### config.mk
export PLATFORM = sky130hd
export DESIGN_NAME = if_stage
export DESIGN_NICKNAME = d
export VERILOG_FILES = /design/src/rtl/if_stage.sv
export SDC_FILE = /design/constraint.sdc
export NUM_CORES = 1
export LEC_CHECK = 0
export CORE_UTILIZATION = 35
export DETAILED_ROUTE_END_ITERATION = 10
export PLACE_DENSITY = 0.65
export SETUP_SLACK_MARGIN = 0.3
export SLEW_MARGIN = 10
export SYNTH_ARGS = -nofsm -noshare
export SYNTH_HDL_FRONTEND = slang
export SYNTH_SLANG_ARGS = --single-unit
export TNS_END_PERCENT = 10
### constraint.sdc
create_clock -name clk -period 18.4 [get_ports clk]
set_input_delay 3.68 -clock clk [delete_from_list [all_inputs] [get_ports clk]]
set_output_delay 3.68 -clock clk [all_outputs]
set_load 0.1 [all_outputs]
### src/rtl/if_stage.sv
// rtl/if_stage.sv - RV32I instruction-fetch stage: PC, imem requests, 1-entry skid buffer, IF/ID register.
// Optional macro IF_MISALIGN_CHK_EN adds misalign_o and halts fetch on a misaligned redirect target.
module if_stage #(
   parameter int unsigned       AWIDTH   = 32,
   parameter int unsigned       DWIDTH   = 32,
   parameter logic [AWIDTH-1:0] BASEADDR = 32'h01000000,
   parameter logic [DWIDTH-1:0] NOP_INSN = 32'h00000013
) (
   input  logic              clk,
   input  logic              rst,
   input  logic              stall_i,
   input  logic              redirect_i,
   input  logic [AWIDTH-1:0] redirect_pc_i,
   output logic              imem_req_o,
   output logic [AWIDTH-1:0] imem_addr_o,
   input  logic [DWIDTH-1:0] imem_rdata_i,
   output logic              if_valid_o,
   output logic [AWIDTH-1:0] if_pc_o,
   output logic [DWIDTH-1:0] if_insn_o
`ifdef IF_MISALIGN_CHK_EN
   ,
   output logic              misalign_o
`endif
);

   typedef enum logic {
      S_RUN  = 1'b0,
      S_HOLD = 1'b1
   } state_e;

   state_e            state_q, state_d;
   logic [AWIDTH-1:0] pc_q, pc_d;
   logic              pend_q, pend_d;
   logic [AWIDTH-1:0] pend_pc_q, pend_pc_d;
   logic              skid_v_q, skid_v_d;
   logic [AWIDTH-1:0] skid_pc_q, skid_pc_d;
   logic [DWIDTH-1:0] skid_insn_q, skid_insn_d;
   logic              if_valid_q, if_valid_d;
   logic [AWIDTH-1:0] if_pc_q, if_pc_d;
   logic [DWIDTH-1:0] if_insn_q, if_insn_d;
   logic [AWIDTH-1:0] target;
   logic              halted;

`ifdef IF_MISALIGN_CHK_EN
   logic misalign_q;
   logic redirect_bad;

   assign target       = redirect_pc_i;
   assign redirect_bad = redirect_i & (redirect_pc_i[1:0] != 2'b00);
   // The offending redirect cycle already counts as halted so the bad target is never fetched.
   assign halted       = misalign_q | redirect_bad;
   assign misalign_o   = misalign_q;

   always_ff @(posedge clk or posedge rst) begin
      if (rst) begin
         misalign_q <= 1'b0;
      end else begin
         misalign_q <= misalign_q | redirect_bad;
      end
   end
`else
   assign target = {redirect_pc_i[AWIDTH-1:2], 2'b00};
   assign halted = 1'b0;
`endif

   always_comb begin
      state_d     = state_q;
      pc_d        = pc_q;
      pend_d      = 1'b0;
      pend_pc_d   = pend_pc_q;
      skid_v_d    = skid_v_q;
      skid_pc_d   = skid_pc_q;
      skid_insn_d = skid_insn_q;
      if_valid_d  = if_valid_q;
      if_pc_d     = if_pc_q;
      if_insn_d   = if_insn_q;

      imem_req_o  = !rst && !halted && (!stall_i || redirect_i);
      imem_addr_o = redirect_i ? target : pc_q;

      if (imem_req_o) begin
         pc_d      = imem_addr_o + AWIDTH'(4);
         pend_d    = 1'b1;
         pend_pc_d = imem_addr_o;
      end

      // A redirect (or halt) drops the in-flight response and any skid contents.
      if (halted || redirect_i) begin
         state_d    = S_RUN;
         skid_v_d   = 1'b0;
         if_valid_d = 1'b0;
         if_insn_d  = NOP_INSN;
      end else begin
         case (state_q)
            S_RUN: begin
               if (pend_q) begin
                  if (stall_i) begin
                     skid_v_d    = 1'b1;
                     skid_pc_d   = pend_pc_q;
                     skid_insn_d = imem_rdata_i;
                     state_d     = S_HOLD;
                  end else begin
                     if_valid_d = 1'b1;
                     if_pc_d    = pend_pc_q;
                     if_insn_d  = imem_rdata_i;
                  end
               end else if (!stall_i) begin
                  if_valid_d = 1'b0;
                  if_insn_d  = NOP_INSN;
               end
            end
            S_HOLD: begin
               if (!stall_i) begin
                  if_valid_d = skid_v_q;
                  if_pc_d    = skid_pc_q;
                  if_insn_d  = skid_insn_q;
                  skid_v_d   = 1'b0;
                  state_d    = S_RUN;
               end
            end
            default: begin
               state_d = S_RUN;
            end
         endcase
      end
   end

   always_ff @(posedge clk or posedge rst) begin
      if (rst) begin
         state_q     <= S_RUN;
         pc_q        <= BASEADDR;
         pend_q      <= 1'b0;
         pend_pc_q   <= '0;
         skid_v_q    <= 1'b0;
         skid_pc_q   <= '0;
         skid_insn_q <= NOP_INSN;
         if_valid_q  <= 1'b0;
         if_pc_q     <= '0;
         if_insn_q   <= NOP_INSN;
      end else begin
         state_q     <= state_d;
         pc_q        <= pc_d;
         pend_q      <= pend_d;
         pend_pc_q   <= pend_pc_d;
         skid_v_q    <= skid_v_d;
         skid_pc_q   <= skid_pc_d;
         skid_insn_q <= skid_insn_d;
         if_valid_q  <= if_valid_d;
         if_pc_q     <= if_pc_d;
         if_insn_q   <= if_insn_d;
      end
   end

   assign if_valid_o = if_valid_q;
   assign if_pc_o    = if_pc_q;
   assign if_insn_o  = if_insn_q;

endmodule
==> results of run 1 <==
power groups by stage:
stage                     logic, W  registers (W)  clock network [W]
after floorplan           0.000198       0.000693                  0
after global placement    0.000443       0.000558                  0
after detailed placement  0.000448       0.000561                  0
after CTS                 0.000449       0.000553           0.000376
after global routing      0.000470       0.000565           0.000393
final                     0.000444       0.000553           0.000368
cell usage in the layout, fill, tap and decap left out, types with 7 or more instances in the layout:
master,netlist,layout
nand4_1,12,12
a22oi_1,7,7
nand3_1,45,45
a21oi_1,59,59
dfrtp_1,187,186
mux2_2,72,72
inv_1,28,27
o21ai_0,78,78
dfstp_2,7,7
nand2_1,142,141
nand3b_1,7,7
xnor2_1,17,17
clkdlybuf4s50_1,0,161
buf_4,1,8
mux2i_1,56,56
clkbuf_16,0,17
nor2_1,43,43
metrics by stage:
step,total power (W),instance area [um2],utilization (%),worst slack [ns]
floorplan,0.000891,9000,-,4.87
global placement,0.00100,10900,43.2,8.04
detailed placement,0.00101,10900,43.2,8.00
CTS,0.00138,11400,45.5,7.99
global route,0.00143,11400,45.5,7.81
finish,0.00137,11500,45.5,8.05
kinds of logic (layout without fill, tap and decap cells):
logic type	after synthesis	count (layout)	synth area share [%]
muxes	128	128	15.2
other	0	2	0
and+or+nand+nor	282	282	14.3
AOI/OAI and AO/OA	171	171	10.8
adders and majority gates	1	1	0.139
buffers and inverters	84	230	3.70
xor gates and xnor gates	18	18	1.75
DFF	194	194	54.1
critical path, cell delays in order:
cell and delay, ns:
clkdlybuf4s50_1 0.51, inv_8 0.65, nand2_2 0.10, inv_1 0.46, clkdlybuf4s50_1 1.25
cell type report:
class                   instances  area (um2)
multi-input cells             600        3810
inverters                      28         113
diodes                          2        5.00
flip-flops and latches        194        4870
repair buffers                170        1680
well taps                     330         413
fillers                      2385       13700
clock inverters                14         144
clock buffers                  18         429
cells in the mapped netlist (3+ instances only):
cell type  count
dfstp_2        7
nand4b_1       4
nand3_1       45
nand3b_1       7
nor2b_1        4
o31ai_1        4
a21o_1         5
o21ai_0       78
clkbuf_1      39
buf_1         10
nand2_1      142
a22oi_1        7
a21oi_1       59
inv_1         28
mux2_2        72
and3_1         3
dfrtp_1      187
nor4_1         3
nand4_1       12
buf_2          5
mux2i_1       56
and2_1         4
nor2_1        43
nor3_1         5
xnor2_1       17
path summary, 6_finish.rpt:
check	cells after the start	startpoint	slack, ns	endpoint
min	2	if_pc_o[5]	0.48	if_pc_o[5]
min in group asynchronous	2	rst	3.89	pend_q
max	5	rst	8.05	imem_req_o
max reg2reg	7	pc_q[2]	15.60	pc_q[30]
min reg2reg	2	if_pc_o[5]	0.48	if_pc_o[5]
max in group asynchronous	3	rst	12.95	state_q
metal layers:
metal  wire [um]  vias to the layer above
met2       10100                      186
met3        1170                       19
met5           0                        -
met1       10900                     3391
met4         216                        0
li1            -                     3314
sequential cells by signal (all words and copies together) (netlist names), 30 cells and up:
name,count
if_insn_o,32
if_pc_o,32
pc_q,32
skid_insn_q,32
skid_pc_q,32
pend_pc_q,30
==> out/metrics.yaml, run 1 <==
use_met1_pct: 25.1
grt_use_met3_pct: 3.87
drt_iter0_markers: 488
vdd_drop_max_v: 0.0000642
worst_hold_slack_ns: 0.479
start_kind: "input pin"
synthTopCellsByArea: "dfrtp_1 52%, mux2_2 9.0%, mux2i_1 6.2%"
clock-sinks: 194
drcViolationCount: 0
p_per_area_nw_per_um2: 119
drt-pass1-iter-count: 6
slew_violations: 0
wl_um: 22400
clock_latency_ns: 0.43
syn_to_final_growth_pct: 27.3
cp.arrival_ns: 6.67
grt_pass1_vias: 6569
nets: 1080
grt_pass1_wl_um: 35800
outcome: "finished clean"
syn_nets: 947
wl_per_cell_um: 16.5
p_sw_w: 0.000539
ys_ff_latch: 194
placed_cells: 1322
cp_max_fo: 124
synth_top_area_share_pct: 52.0
cts_buffers: 17
synth_cell_types: 49
use_met2_pct: 26.3
drive_above_1_share_pct: 12.5
cap_violations: 0
finalHoldViolations: 0
end_kind: "output pin"
cts_root_buf: "clkbuf_16"
ys_seq_area_share_pct: 54.1
pwr-share-comb_pct: 32.5
async_reset_ff_share_pct: 100
grtUsageTotal_pct: 17.4
max-slew-margin-rel_pct: 22.7
grt-ovfl-total: 0
cts_setup_buffers: 0
die_h_um: 162
synth_edf_count: 0
cts_tree: "built"
numPortBuffers: 163
vias_per_cell: 5.10
gp_congestion: 0.811
setup_viol: 0
syn_area_per_cell_um2: 10.2
holdBufCountCts: 0
grt_max_degree: 125
power.share.sequential_pct: 40.5
grt_antenna_before_repair: 0
layout.cells.non_filler: 1356
clock_skew_ns: 0.0132
busiest_layer: "met2"
crit_required_ns: 14.72
dieArea_um2: 26400
syn_area_um2: 9000
die_w_um: 162
core_um2: 25200
synth_top_area_cell: "dfrtp_1"
antenna_left: 0
period_share_pct: 56.3
rsz0062_at_grt: "false"
dp_hpwl_um: 14100
swShare_pct: 39.4
p_leak_nw: 4.86
start_util_pct: 35.7
setup_tns_ns: 0
synthFlopType: "dfrtp_1"
max_freq_mhz: 96.6
path_clk_slew_ns: 0.07
clkPwrFrac_pct: 27.0
hp-class: "register to register"
worst_pin_slew_ns: 1.16
io_pins: 166
cts_resized: 0
ys_warn_count: 0
p_int_w: 0.000827
worstSetupPathType: "input pin to output pin"
syn_inst: 878
period_needed_ns: 10.35
via_count: 6910
cts.path.max_buffers: 2
num_rows: 58
h-tree-depth: 4
Power figures use the tool's default switching activity.
==> run 2: changes to the inputs <==
==> constraint.sdc (replaced) <==
create_clock -name clk -period 10 [get_ports clk]
set_input_delay 2 -clock clk [delete_from_list [all_inputs] [get_ports clk]]
set_output_delay 2 -clock clk [all_outputs]
set_load 0.1 [all_outputs]
==> run 2 against run 1 <==
Global-route usage increased by 0.18 points. Register-to-register slack got worse by 8.4 ns. Clock skew decreased by 0.0029 ns. Sequential share of layout area decreased by 0.065 points. Worst hold slack got worse by 0.0010 ns. Routed wire length increased by 0.83%. Total power increased by 84%. First-iteration DRC count decreased by 16%. Count of clock-buffer cells in the layout unchanged. Via count about the same. Setup slack got worse by 5.1 ns. Design area increased by 0.15%. Critical endpoint unchanged. Highest routed layer unchanged.
==> out/metrics.yaml, run 2 (synthesized netlist as in run 1, its figures left out) <==
layout_common_cells: "186 x dfrtp_1, 161 x clkdlybuf4s50_1, 141 x nand2_1"
cts_buffers: 17  # unchanged
cts_root_buf: "clkbuf_16"
drive_above_1_share_pct: 12.8  # +0.26 points
grt-ovfl-total: 0  # unchanged
core_um2: 25200  # unchanged
period_needed_ns: 7.02
max_freq_mhz: 142
p_leak_nw: 4.87  # +0.21%
wl_um: 22600  # +0.83%
slew_violations: 0  # unchanged
clock-sinks: 194  # unchanged
outcome: "finished clean"
drt_iter0_markers: 409  # -16%
via_count: 6912  # +0.029%
wl_per_cell_um: 16.6  # +0.68%
clock_skew_ns: 0.0103  # -0.00291 ns
grt_pass1_wl_um: 36300  # +1.5%
die_w_um: 162  # unchanged
final_util_pct: 45.6  # +0.070 points
finalHoldViolations: 0  # unchanged
worstSetupPathType: "input pin to output pin"
nets: 1083  # +0.28%
gp_congestion: 0.791  # -2.5%
holdBufCountCts: 0  # unchanged
cts.path.max_buffers: 2  # unchanged
setup_tns_ns: 0  # unchanged
io_pins: 166  # unchanged
cts_setup_buffers: 0  # unchanged
clkPwrFrac_pct: 26.8  # -0.2 points
numPortBuffers: 163  # unchanged
worst_hold_slack_ns: 0.478  # -0.00105 ns
cp.arrival_ns: 5.02  # -1.65 ns
p_int_w: 0.00152  # +84%
grt_antenna_before_repair: 0  # unchanged
max-slew-margin-rel_pct: 20.6  # -2.1 points
h-tree-depth: 4  # unchanged
pwr-share-comb_pct: 32.4  # about the same
hp-class: "register to register"
crit_required_ns: 8.00  # -6.72 ns
worst_pin_slew_ns: 1.19  # +0.0302 ns
dp_hpwl_um: 14600  # +3.6%
grt_max_degree: 107  # -14%
syn_to_final_growth_pct: 27.5
start_kind: "input pin"
start_util_pct: 35.7  # unchanged
drt-pass1-iter-count: 5  # -1
setup_viol: 0  # unchanged
path_clk_slew_ns: 0.06  # about the same
clock_latency_ns: 0.43  # about the same
cts_resized: 0  # unchanged
dieArea_um2: 26400  # unchanged
p_sw_w: 0.000988  # +83%
p_per_area_nw_per_um2: 219  # +84%
power.share.sequential_pct: 40.8  # +0.3 points
cp_max_fo: 46  # -63%
drcViolationCount: 0  # unchanged
antenna_left: 0  # unchanged
swShare_pct: 39.3  # -0.097 points
rsz0062_at_grt: "false"
vdd_drop_max_v: 0.000101  # +57%
cap_violations: 0  # unchanged
end_kind: "output pin"
cts_tree: "built"
period_share_pct: 70.2
vias_per_cell: 5.09  # -0.12%
num_rows: 58  # unchanged
grt_pass1_vias: 6707  # +2.1%
final_common_cell: "dfrtp_1"
grtUsageTotal_pct: 17.6  # +0.18 points
die_h_um: 162  # unchanged
run 2: through the flow:
| step | worst slack (ns) | power [W] | cells | area (um2) |
|---|---|---|---|---|
| global placement | 2.93 | 0.00184 | 1325 | 10900 |
| CTS | 2.87 | 0.00254 | 1357 | 11500 |
| finish | 2.98 | 0.00251 | 1358 | 11500 |
| global route | 2.66 | 0.00263 | 1357 | 11500 |
| floorplan | 1.81 | 0.00164 | 878 | 9000 |
| detailed placement | 2.91 | 0.00186 | 1325 | 10900 |
run 2: area by class of cell:
type | instances | area (um2)
timing repair buffer | 173 | 1700
multi-input combinational | 600 | 3810
tap | 330 | 413
sequential | 194 | 4870
fill | 2350 | 13700
inverter | 28 | 109
antenna | 1 | 2.50
clock buffer | 18 | 429
clock inverter | 14 | 146
run 2: critical path, stage by stage:
cell	delay, ns
clkdlybuf4s50_1	0.53
clkinvlp_4	0.81
nand2_2	0.29
inv_1	0.29
clkdlybuf4s50_1	1.07
run 2: path summary, 6_finish.rpt:
path                              from       endpoint  slack [ns]  cells after the start
max                                rst     imem_req_o        2.98                      5
min                        if_pc_o[31]    if_pc_o[31]        0.48                      2
max reg2reg                     pend_q  skid_pc_q[21]        7.17                      5
min reg2reg                if_pc_o[31]    if_pc_o[31]        0.48                      2
max in group asynchronous          rst        state_q        6.19                      3
min in group asynchronous          rst  pend_pc_q[29]        2.18                      2
run 2: power by group through the flow:
stage	clock network [W]	logic, W	registers, W
2_1_floorplan	0	0.000364	0.00128
3_3_place_gp	0	0.000810	0.00103
3_5_place_dp	0	0.000819	0.00104
4_1_cts	0.000691	0.000821	0.00103
5_1_grt	0.000723	0.000860	0.00104
6_report	0.000673	0.000814	0.00102
run 2: per-layer routing:
layer	vias up	wire length (um)	global-route usage (%)	share of wire (%)
met1	3404	10700	24.2	47
li1	3320	-	-	-
met3	18	1260	3.79	5.6
met5	-	0	0	0
met4	0	239	4.29	1.1
met2	170	10400	28.1	46
==> run 3: changes to the inputs <==
==> constraint.sdc (replaced) <==
create_clock -name clk -period 6.75 [get_ports clk]
set_input_delay 1.35 -clock clk [delete_from_list [all_inputs] [get_ports clk]]
set_output_delay 1.35 -clock clk [all_outputs]
set_load 0.1 [all_outputs]
==> run 3 against run 2 <==
Routed wire length down 1.6%. Clock power grew 56%. Setup slack worse by 1.4 ns. Clock skew increased by 0.0026 ns. Via count decreased by 0.71%. Worst hold slack got worse by 0.0021 ns. Sequential power up 49%. Sequential cell count unchanged. Critical path depth decreased by 1. Design area grew 0.40%. Critical path type unchanged. Largest power group unchanged.
==> out/metrics.yaml, run 3 (synthesized netlist as in run 1, its figures left out) <==
p_sw_w: 0.00146  # +48%
grt_pass1_vias: 6609  # -1.5%
path_clk_slew_ns: 0.07  # about the same
nets: 1083  # unchanged
path_buf_inv: 3  # -1
setup_viol: 0  # unchanged
cp_slowest_cell: "clkdlybuf4s50_1"
use_met1_pct: 24.0  # -0.19 points
clock-sinks: 194  # unchanged
wl_um: 22200  # -1.6%
start_util_pct: 35.7  # unchanged
rsz0062_at_grt: "false"
antenna_cells: 0  # -1
grt_pass1_wl_um: 35600  # -1.9%
cts_root_buf: "clkbuf_16"
cts_tree: "built"
cp_max_fo: 78  # +70%
antenna_left: 0  # unchanged
via_count: 6863  # -0.71%
numPortBuffers: 163  # unchanged
setup_tns_ns: 0  # unchanged
io_pins: 166  # unchanged
wl_per_cell_um: 16.4  # -1.5%
pwr-share-comb_pct: 31.9  # -0.5 points
path_cells: "buf_4 > mux2i_1 > inv_1 > clkdlybuf4s50_1"
grtUsageTotal_pct: 17.3  # -0.31 points
final_common_cell: "dfrtp_1"
hp-class: "register to register"
max-slew-margin-rel_pct: 23.9  # +3.3 points
clock_skew_ns: 0.0129  # +0.00261 ns
busiest_layer: "met2"
drt-pass1-iter-count: 5  # unchanged
grt-ovfl-total: 0  # unchanged
setup_slack_ns: 1.58  # -1.40 ns
period_needed_ns: 5.17
grt_max_degree: 107  # unchanged
clock_latency_ns: 0.44  # about the same
finalHoldViolations: 0  # unchanged
cts_setup_buffers: 0  # unchanged
syn_to_final_growth_pct: 28.0
layout_common_cells: "186 x dfrtp_1, 160 x clkdlybuf4s50_1, 141 x nand2_1"
p_int_w: 0.00231  # +52%
drt_iter0_markers: 440  # +7.6%
cts.path.max_buffers: 2  # unchanged
worst_pin_slew_ns: 1.14  # -0.0496 ns
cap_violations: 0  # unchanged
power.share.sequential_pct: 40.2  # -0.6 points
gp_congestion: 0.780  # -1.4%
drive_above_1_share_pct: 13.0  # +0.29 points
worstSetupPathType: "input pin to output pin"
path_delay_family: "buffers and inverters"
core_um2: 25200  # unchanged
p_leak_nw: 4.90  # +0.45%
vias_per_cell: 5.06  # -0.64%
use_met2_pct: 27.0  # -1.1 points
outcome: "finished clean"
grt_antenna_before_repair: 0  # unchanged
dp_hpwl_um: 14400  # -1.7%
holdBufCountCts: 0  # unchanged
drcViolationCount: 0  # unchanged
end_kind: "output pin"
crit_required_ns: 5.40  # -2.60 ns
die_h_um: 162  # unchanged
clkPwrFrac_pct: 27.9  # +1.1 points
die_w_um: 162  # unchanged
post-place-ws_ns: 1.61  # -1.30 ns
max_stage_delay_ns: 1.22  # +0.15 ns
cts_buffers: 17  # unchanged
swShare_pct: 38.7  # -0.68 points
start_kind: "input pin"
cts_resized: 0  # unchanged
dieArea_um2: 26400  # unchanged
slew_violations: 0  # unchanged
cp.arrival_ns: 3.82  # -1.20 ns
period_share_pct: 76.6
h-tree-depth: 4  # unchanged
grt_use_met3_pct: 3.64  # -0.15 points
num_rows: 58  # unchanged
vdd_drop_max_v: 0.000195  # +93%
p_per_area_nw_per_um2: 328  # +50%
max_freq_mhz: 193
==> run 3: changes by cell type in the layout (fill, tap and decap cells not counted), sizes merged <==
| cell | previous run | this run |
|---|---|---|
| bufinv | 1 | 2 |
| diode | 1 | 0 |
| buf | 12 | 13 |
| inv | 34 | 32 |
| clkbuf | 18 | 19 |
| clkdlybuf4s50 | 161 | 160 |
==> run 3: final timing paths <==
kind	start	to	slack, ns	depth (start not counted)
max	redirect_i	imem_addr_o[28]	1.58	4
min	if_pc_o[11]	if_pc_o[11]	0.48	2
max reg2reg	pc_q[2]	pc_q[30]	3.96	7
min reg2reg	if_pc_o[11]	if_pc_o[11]	0.48	2
max in group asynchronous	rst	skid_insn_q[20]	3.83	4
min in group asynchronous	rst	pend_pc_q[29]	1.70	3
==> run 3: cell type report <==
type,instances,area (um2)
Clock inverter,13,168
Sequential cell,194,4870
Fill cell,2359,13700
Multi-Input combinational cell,600,3810
Clock buffer,19,453
Inverter,28,109
Timing Repair Buffer,173,1700
Tap cell,330,413
==> run 3: worst register-to-register path: stages (launching register included) <==
cell     delay (ns)
dfrtp_1        0.39
mux2_2         0.20
ha_1           0.22
nand4_1        0.19
a22oi_1        0.60
nand3_2        0.32
or3_1          0.45
a221o_1        0.29
==> run 3: layer usage <==
layer / vias to the layer above / part of all wire, % / wire, um
met2: 193 / 46 / 10200
li1: 3320 / - / -
met1: 3327 / 47 / 10500
met4: 0 / 1.3 / 291
met3: 23 / 5.6 / 1250
met5: - / 0 / 0
==> run 3: per-stage QoR <==
stage	util, %	hold slack, ns	power, W	cells	area (um2)
2_1_floorplan	-	0.448	0.00243	878	9020
3_3_place_gp	43.3	0.459	0.00274	1325	10900
3_5_place_dp	43.3	0.469	0.00276	1325	10900
4_1_cts	45.7	0.485	0.00382	1357	11500
5_1_grt	45.7	0.507	0.00396	1357	11500
6_report	45.7	0.476	0.00377	1357	11500
==> run 3: power by group through the flow <==
stage | combinational (W) | sequential [W] | clock (W)
finish | 0.00121 | 0.00152 | 0.00105
detailed placement | 0.00121 | 0.00154 | 0
floorplan | 0.000541 | 0.00189 | 0
global route | 0.00127 | 0.00155 | 0.00114
CTS | 0.00122 | 0.00152 | 0.00108
global placement | 0.00120 | 0.00153 | 0
